--- src/rtl/rs_alu_issue_pkg.sv ---
// Shared definitions for the ALU reservation station: op-type encodings
// (identical to the ALU's), ROB tag width and ROB depth.
package rs_alu_issue_pkg;
  localparam int TAG_W    = 4;
  localparam int ROB_SIZE = 16;
  localparam int OP_W     = 6;

  localparam logic [OP_W-1:0] OP_LUI   = 6'd1;
  localparam logic [OP_W-1:0] OP_AUIPC = 6'd2;
  localparam logic [OP_W-1:0] OP_JAL   = 6'd3;
  localparam logic [OP_W-1:0] OP_JALR  = 6'd4;
  localparam logic [OP_W-1:0] OP_BEQ   = 6'd5;
  localparam logic [OP_W-1:0] OP_BNE   = 6'd6;
  localparam logic [OP_W-1:0] OP_BLT   = 6'd7;
  localparam logic [OP_W-1:0] OP_BGE   = 6'd8;
  localparam logic [OP_W-1:0] OP_BLTU  = 6'd9;
  localparam logic [OP_W-1:0] OP_BGEU  = 6'd10;
  localparam logic [OP_W-1:0] OP_ADDI  = 6'd19;
  localparam logic [OP_W-1:0] OP_SLTI  = 6'd20;
  localparam logic [OP_W-1:0] OP_SLTIU = 6'd21;
  localparam logic [OP_W-1:0] OP_XORI  = 6'd22;
  localparam logic [OP_W-1:0] OP_ORI   = 6'd23;
  localparam logic [OP_W-1:0] OP_ANDI  = 6'd24;
  localparam logic [OP_W-1:0] OP_SLLI  = 6'd25;
  localparam logic [OP_W-1:0] OP_SRLI  = 6'd26;
  localparam logic [OP_W-1:0] OP_SRAI  = 6'd27;
  localparam logic [OP_W-1:0] OP_ADD   = 6'd28;
  localparam logic [OP_W-1:0] OP_SUB   = 6'd29;
  localparam logic [OP_W-1:0] OP_SLL   = 6'd30;
  localparam logic [OP_W-1:0] OP_SLT   = 6'd31;
  localparam logic [OP_W-1:0] OP_SLTU  = 6'd32;
  localparam logic [OP_W-1:0] OP_XOR   = 6'd33;
  localparam logic [OP_W-1:0] OP_SRL   = 6'd34;
  localparam logic [OP_W-1:0] OP_SRA   = 6'd35;
  localparam logic [OP_W-1:0] OP_OR    = 6'd36;
  localparam logic [OP_W-1:0] OP_AND   = 6'd37;
endpackage

--- src/rtl/rs_prio_enc.sv ---
// Lowest-index priority encoder: idx is the position of the lowest set bit of vec.
module rs_prio_enc #(
  parameter int N     = 8,
  parameter int IDX_W = 3
) (
  input  logic [N-1:0]     vec,
  output logic [IDX_W-1:0] idx,
  output logic             found
);
  always_comb begin
    idx   = '0;
    found = 1'b0;
    for (int i = N - 1; i >= 0; i--) begin
      if (vec[i]) begin
        idx   = IDX_W'(i);
        found = 1'b1;
      end
    end
  end
endmodule

--- src/rtl/rs_alu_issue.sv ---
// ALU reservation station: holds ops until both operands are known, snoops the
// ALU/LSB broadcasts for wakeup, and issues one registered request per cycle.
module rs_alu_issue #(
  parameter int RS_SIZE = 8,
  parameter int TAG_W   = rs_alu_issue_pkg::TAG_W,
  parameter int OP_W    = rs_alu_issue_pkg::OP_W
) (
  input  logic             clk,
  input  logic             rst,
  input  logic             rdy,
  input  logic             rob_clear,
  input  logic             issue_valid,
  input  logic [OP_W-1:0]  issue_op,
  input  logic [31:0]      issue_vj,
  input  logic [TAG_W-1:0] issue_qj,
  input  logic             issue_qj_busy,
  input  logic [31:0]      issue_vk,
  input  logic [TAG_W-1:0] issue_qk,
  input  logic             issue_qk_busy,
  input  logic [TAG_W-1:0] issue_dest,
  output logic             rs_full,
  input  logic             alu_cdb_valid,
  input  logic [TAG_W-1:0] alu_cdb_tag,
  input  logic [31:0]      alu_cdb_data,
  input  logic             lsb_cdb_valid,
  input  logic [TAG_W-1:0] lsb_cdb_tag,
  input  logic [31:0]      lsb_cdb_data,
  output logic             alu_mission,
  output logic [OP_W-1:0]  alu_op_type,
  output logic [31:0]      alu_rs1,
  output logic [31:0]      alu_rs2,
  output logic [TAG_W-1:0] alu_rob_dest
);
  import rs_alu_issue_pkg::*;

  localparam int IDX_W = $clog2(RS_SIZE);

  logic [RS_SIZE-1:0] busy, qj_busy, qk_busy, ready_vec;
  logic [OP_W-1:0]    op   [RS_SIZE];
  logic [31:0]        vj   [RS_SIZE];
  logic [31:0]        vk   [RS_SIZE];
  logic [TAG_W-1:0]   qj   [RS_SIZE];
  logic [TAG_W-1:0]   qk   [RS_SIZE];
  logic [TAG_W-1:0]   dest [RS_SIZE];
  logic [32:0]        wake_j [RS_SIZE];
  logic [32:0]        wake_k [RS_SIZE];
  logic [32:0]        byp_j, byp_k;
  logic [IDX_W-1:0]   free_idx, sel_idx;
  logic               free_found, sel_found;

  // Returns {pending, value} after snooping both broadcasts; ALU wins a tag tie.
  function automatic logic [32:0] snoop(input logic pend, input logic [TAG_W-1:0] tag,
                                        input logic [31:0] val);
    snoop = {pend, val};
    if (pend && alu_cdb_valid && alu_cdb_tag == tag)
      snoop = {1'b0, alu_cdb_data};
    else if (pend && lsb_cdb_valid && lsb_cdb_tag == tag)
      snoop = {1'b0, lsb_cdb_data};
  endfunction

  always_comb begin
    for (int i = 0; i < RS_SIZE; i++) begin
      ready_vec[i] = busy[i] & ~qj_busy[i] & ~qk_busy[i];
      wake_j[i]    = snoop(qj_busy[i], qj[i], vj[i]);
      wake_k[i]    = snoop(qk_busy[i], qk[i], vk[i]);
    end
    byp_j = snoop(issue_qj_busy, issue_qj, issue_vj);
    byp_k = snoop(issue_qk_busy, issue_qk, issue_vk);
  end

  assign rs_full = &busy;

  rs_prio_enc #(.N(RS_SIZE), .IDX_W(IDX_W)) u_free_enc (
    .vec(~busy), .idx(free_idx), .found(free_found)
  );

  rs_prio_enc #(.N(RS_SIZE), .IDX_W(IDX_W)) u_sel_enc (
    .vec(ready_vec), .idx(sel_idx), .found(sel_found)
  );

  always_ff @(posedge clk) begin
    if (rst) begin
      busy         <= '0;
      alu_mission  <= 1'b0;
      alu_op_type  <= '0;
      alu_rs1      <= '0;
      alu_rs2      <= '0;
      alu_rob_dest <= '0;
    end else if (rob_clear) begin
      busy        <= '0;
      alu_mission <= 1'b0;
    end else if (!rdy) begin
      alu_mission <= 1'b0;
    end else begin
      // Wakeup writes all slots; free slots carry don't-care operand state.
      for (int i = 0; i < RS_SIZE; i++) begin
        {qj_busy[i], vj[i]} <= wake_j[i];
        {qk_busy[i], vk[i]} <= wake_k[i];
      end
      alu_mission <= sel_found;
      if (sel_found) begin
        busy[sel_idx] <= 1'b0;
        alu_op_type   <= op[sel_idx];
        alu_rs1       <= vj[sel_idx];
        alu_rs2       <= vk[sel_idx];
        alu_rob_dest  <= dest[sel_idx];
      end
      // Free slot is never the selected slot, so issue and dispatch cannot collide.
      if (issue_valid && !rs_full && free_found) begin
        busy[free_idx]              <= 1'b1;
        op[free_idx]                <= issue_op;
        qj[free_idx]                <= issue_qj;
        qk[free_idx]                <= issue_qk;
        dest[free_idx]              <= issue_dest;
        {qj_busy[free_idx], vj[free_idx]} <= byp_j;
        {qk_busy[free_idx], vk[free_idx]} <= byp_k;
      end
    end
  end
endmodule

--- config.mk ---
export PLATFORM = sky130hd
export DESIGN_NAME = rs_alu_issue
export DESIGN_NICKNAME = d
export VERILOG_FILES = /design/src/rtl/rs_alu_issue_pkg.sv /design/src/rtl/rs_prio_enc.sv /design/src/rtl/rs_alu_issue.sv
export SDC_FILE = /design/constraint.sdc
export NUM_CORES = 2
export LEC_CHECK = 0
export ABC_CLOCK_PERIOD_IN_PS = 39100
export CAP_MARGIN = 20
export CORE_MARGIN = 2
export CORE_UTILIZATION = 45
export CTS_CLUSTER_DIAMETER = 120
export DETAILED_ROUTE_END_ITERATION = 8
export HOLD_SLACK_MARGIN = 0.03
export PLACE_DENSITY = 0.66
export SLEW_MARGIN = 20
export SYNTH_ARGS = -nofsm -noshare
export SYNTH_HDL_FRONTEND = slang
export SYNTH_SLANG_ARGS = --single-unit
--- constraint.sdc ---
create_clock -name clk -period 39.1 [get_ports clk]
set_clock_uncertainty 0.05 [all_clocks]
set_input_delay 7.82 -clock clk [delete_from_list [all_inputs] [get_ports clk]]
set_output_delay 7.82 -clock clk [all_outputs]
set_load 0.01 [all_outputs]
[Word level (Yosys, flattened, before mapping)]
Memories as Yosys holds them, arrays and structs flattened. A register that Yosys moved wholly into a read port is not among the register bits.
Cells that the tools add are included.
Word-level totals
  input port bits: 163
  register bits: 601
  memory bits (writable): 144
  memories: 4
  word-level logic and storage cells: 291
  output and inout port bits: 76
Memories
  op: depth 8, width 6, read ports 1, clocked after memory_dff 1, write ports 1, line rs_alu_issue.sv:39  | logic [OP_W-1:0] op [RS_SIZE];
  dest: depth 8, width 4, read ports 1, clocked after memory_dff 1, write ports 1, line rs_alu_issue.sv:44  | logic [TAG_W-1:0] dest [RS_SIZE];
  qj: depth 8, width 4, read ports 8, clocked after memory_dff 0, write ports 1, line rs_alu_issue.sv:42  | logic [TAG_W-1:0] qj [RS_SIZE];
  qk: depth 8, width 4, read ports 8, clocked after memory_dff 0, write ports 1, line rs_alu_issue.sv:43  | logic [TAG_W-1:0] qk [RS_SIZE];
Cells by class
  equal/unequal tests: 36
  order comparisons: 7
  bitwise operators: 41
  muxes and demuxes: 98
  reduce and logical (&&, ||, !) cells: 83
Operators with widths (number)
  $mux 33: 36
  $bwmux 256: 2
  $mux 256: 2
  $bmux 32 s3: 2
  $mux 32: 5
  $eq 4x4->1: 36
  $demux 32 s3: 1
  $logic_and 1x1->1: 77
  $mux 8: 7
  $mux 3: 16
  $mux 1: 23
  $not 1->1: 19
  $and 1x1->1: 16
  $bwmux 8: 2
  $not 8->8: 2
  $and 8x8->8: 1
  $ge 4x4->1 const B: 2
  $lt 3x4->1 const B: 2
  $not 3->4: 2
  $or 8x8->8: 1
  $reduce_and 8->1: 1
  $demux 1 s3: 2
  $ge 3x1->1 const B: 2
  $reduce_and 3->1: 2
  4 further kinds: 4

[Logic depth before layout (Yosys ltp)]
  depth in word-level cells: 23
  mapped depth: 10
  gate-level depth less buffers: 6

[Modules after synthesis]
From an unflattened synthesis, not the netlist that was laid out.
Second synthesis, totals
  cell total of the unflattened synthesis: 3853
  area total of the unflattened synthesis: 44936.8 sq um
By module, submodules not included
  rs_alu_issue: times used 1, cells each 3827, area each 44776.7 sq um
  rs_prio_enc: times used 2, cells each 13, area each 80.1 sq um

[Least setup slack after synthesis]
No wires, ideal clock.
  kind: in2reg
  start point: in rdy
  end point: reg alu_rob_dest[2], read port of dest
  cell stages on the path: 6
  path slack: 16.800 ns
  buffers on the path: 1
  library setup time: 0.059 ns
  arrival: 22.191 ns
  required time: 38.991 ns
  cells stage by stage: clkbuf_1 > nand2_1 > inv_1 > o2111ai_1 > a311oi_1 > a211o_1
Between the ends
  word-level cells in the longest chain between the ends: 1
RTL lines
  start: declaration: line rs_alu_issue.sv:10  | input logic rdy,
  $reduce_and 3->1 (no line)
  end: declaration: line rs_alu_issue.sv:32  | output logic [TAG_W-1:0] alu_rob_dest
Every way passes these cells.
A chain may end at the register's enable or synchronous reset.

[Worst setup path after layout]
  start point: in rst
  end point: reg vj[6] (netlist bit), enable pin
Between the ends
  word-level cells in the longest chain between the ends: 2
RTL lines
  start: declaration: line rs_alu_issue.sv:9  | input logic rst,
  $not 1->1 (no line)
  $reduce_and 3->1 (no line)
  end signal: indexed assignment: line rs_alu_issue.sv:97  | {qj_busy[i], vj[i]} <= wake_j[i];
  end signal: indexed assignment: line rs_alu_issue.sv:115  | {qj_busy[free_idx], vj[free_idx]} <= byp_j;
  end: declaration: line rs_alu_issue.sv:40  | logic [31:0] vj [RS_SIZE];
Every way passes these cells.

==> impl_results.md <==
- Worst Setup End Kind: flip-flop
- Worst-skew pair later-pin latency: 0.68 ns
- Int Pwr: 1.45 mW
- Pre-CTS setup slack: 25.92 ns
- Commonest cells after routing, fill and taps aside: 672 x edfxtp_1, 599 x o21ai_0, 587 x o22ai_1
- Number of H-tree levels: 3
- Post-Synth Simple-Gate Area: 9.72%
- Core Area: 100000 um2
- Critical Path Start: rst
- Main area contributors after synthesis: edfxtp_1 44%, mux2_2 10%, o22ai_1 8.0%, o21ai_0 6.6%, clkbuf_1 3.7%
- Fin crit period: 12.66 ns
- Buf+Inv Stages, Crit Path: 5
- Final setup margin: 26.44 ns
- DR pass1 iterations: 7
- Complex-gate fraction of the synthesized area: 22.9%
- HPWL after DPL: 95.2 mm
- Seq pwr share: 46.9%
- Fillers: 9050
- Total Wirelength: 184 mm
- Die area: 104000 um2
- Final setup fails: 0
- Routed vias: 41400
- I/O pin cnt: 239
- Gr usage total: 33.8%
- Post-route cell area: 51600 um2
- Cts hold-fix bufs: 0
- Clk pwr share: 44.5%
- Post-CTS sizing: 0
- Critical path cell sequence: clkdlybuf4s50_1 -> nor2_1 -> nand2_1 -> inv_8 -> buf_4 -> buf_4 -> buf_4
- Reg2Reg Depth: 8
- Yosys cell types: 55
- WP data arrival: 12.89 ns
- Max Cap Viol: 0
- Yosys warning count: 0
- Overall power: 1.93 mW
- Capturing point of the worst reg2reg path: alu_rs1[1]
- Critical path endpoint: vj[6]
- Post-synth ARST share: 0%
- Largest family of logic cells by synthesized area: compound AO/OA/AOI/OAI gates
- Most used cell, CP: buf_4
- Deepest clock path buffer count: 3
- Cells after Synth: 4592
- CP Depth: 7
- WS Path Type: primary input to flip-flop
- Pin count of the biggest net entering global routing: 142
- Cell Area, Synth: 45700 um2
- Tcrit/Tclk final: 32.4%
- # clock sinks: 755
- Leading area contributor after synthesis: edfxtp_1
- Status: finished, final reports clean
- Cells after DPL: 5738
- VDD IR max: 0.0388 mV
- Critical Path RT: 39.33 ns
- Pwr dens: 37.4 nW/um2
- Post-synth top area share: 44.2%
- Slew HR: 16.4%
- Flip-flop and latch count after synthesis: 755
- Peak Freq: 0.0790 GHz
- IO Port Bufs: 238
- Postcts setup bufs: 0
- Sw Pwr: 0.478 mW
- Static leakage: 18.3 nW
- Crit path max-delay cell type: buf_4
- RSZ-0062 raised after global routing: no
- Logic gate share of total power: 8.6%
- CTS tree: yes
- Post-synth EDFFs: 672
- Commonest non-fill, non-tap cell in the layout: edfxtp_1
- Initial antenna violation count: 9
- Row Count: 116
- Vias in the first global route: 39200
- Sequential share of the synthesized area: 47.8%
- Prevailing post-synth register cell: edfxtp_1
- Die W: 323 um
- TNS Setup: 0 ns
- CTS Buf Count: 86
- Final cell count without fillers: 5907
- CP max FO: 118
- Slew @ Worst Pin: 1.25 ns
- CP Launch Type: primary input
- Syn Area/Cell: 9.95 um2
- DRC violations left: 0
- DRT antenna net count: 0
- CTS Root Buffer Type: clkbuf_16
- Share of post-route cells with drive strength above 1: 15.9%
- Crit-path leading delay family: buffers and inverters
- Placed cell area: 48600 um2
- Critical Path Max Stage Delay: 0.88 ns
- Initial core utilization: 45.5%
- Nets@finish: 4632
- R2R Path Start: qk_busy[4]
- First-pass GRT wire length: 262 mm
- Die H: 323 um
- Iteration-0 DRC Markers: 6380
- Routed WL per cell: 31.1 um
- R2r setup slk: 34.18 ns
- Clock-pin slew on the worst setup and hold paths: 0.06 ns
- Adder-Cell Fraction of Synth Area: 0%
- Vias per cell: 7.01
- Fin. max-slew vios: 0
- Min-Delay Path Class: flip-flop to flip-flop
- Post-Synth XOR/XNOR Area: 2.24%
- Multiplexer share of the synthesized area: 12.4%
- Sw frac: 24.7%
- Area delta synth->final: 12.9%
- Total nets after synthesis: 4755
- Placer congestion estimate: 0.870
- Final Hold Vio Count: 0
- Grt total ovfl: 0
## cell usage after synthesis (all sizes together) (72+ instances only)
master / number
edfxtp: 672
o21ai: 663
o22ai: 587
clkbuf: 451
nor2: 437
mux2: 416
nand3: 213
a22oi: 144
buf: 106
and2: 99
mux2i: 96
nand2: 91
dfxtp: 83
xor2: 77
a221oi: 76
a211o: 74
a311oi: 72
## worst min path at each step
stage	start	end	slack, ns	cells past startpoint
after floorplan	busy[6]	busy[6]	0.42	2
after global placement	alu_op_type[5]	alu_op_type[5]	0.40	1
after detailed placement	alu_op_type[5]	alu_op_type[5]	0.40	1
after CTS	alu_rs2[14]	alu_rs2[14]	0.42	1
after global routing	alu_rs2[14]	alu_rs2[14]	0.43	1
final	alu_rs2[14]	alu_rs2[14]	0.42	1
## kinds of logic after synthesis
family / count (synthesis)
buffers and inverters: 578
AO/OA/AOI/OAI: 1669
AND/OR/NAND/NOR: 961
XOR/XNOR: 117
flip-flops: 755
multiplexers: 512
## state kept, by name, summed over array words and instances (netlist names)
register and flops:
op 48, qk 32, alu_rs2 32, qj_busy 8, qk_busy 8, alu_mission 1, alu_op_type 6, alu_rob_dest 4
qj 32, busy 8, vj 256, dest 32, vk 256, alu_rs1 32
## final cells by class
cell class                 instances  area (um2)  share of cell area (%)
clock inverter                    52         596                    1.15
sequential                       755       21800                    42.3
timing repair buffer             346        3210                    6.22
clock buffer                     109        2340                    4.54
multi-input combinational       3259       21800                    42.3
tap                             1357        1700                    3.29
inverter                          21        86.3                   0.167
antenna                            8        20.0                  0.0388
## power groups by stage
stage | sequential, mW | clock [mW] | combinational (mW)
floorplan | 0.927 | 0 | 0.0951
global placement | 0.920 | 0 | 0.157
detailed placement | 0.921 | 0 | 0.160
CTS | 0.904 | 0.859 | 0.161
global route | 0.906 | 0.888 | 0.175
finish | 0.905 | 0.859 | 0.166
## per-stage QoR
step	util, %	hold WS, ns
2_1_floorplan	-	0.423
3_3_place_gp	48.4	0.403
3_5_place_dp	48.4	0.404
4_1_cts	51.3	0.423
5_1_grt	51.4	0.432
6_report	51.4	0.423
## layer usage
layer / wire [um] / track usage [%] / vias to the layer above
met5: 7 / 0 / -
met4: 10200 / 18.1 / 2
met3: 24700 / 8.30 / 645
met2: 82100 / 52.7 / 3336
met1: 66800 / 43.4 / 19900
li1: - / - / 17600
Note: power is estimated with default switching activity, not from simulation.
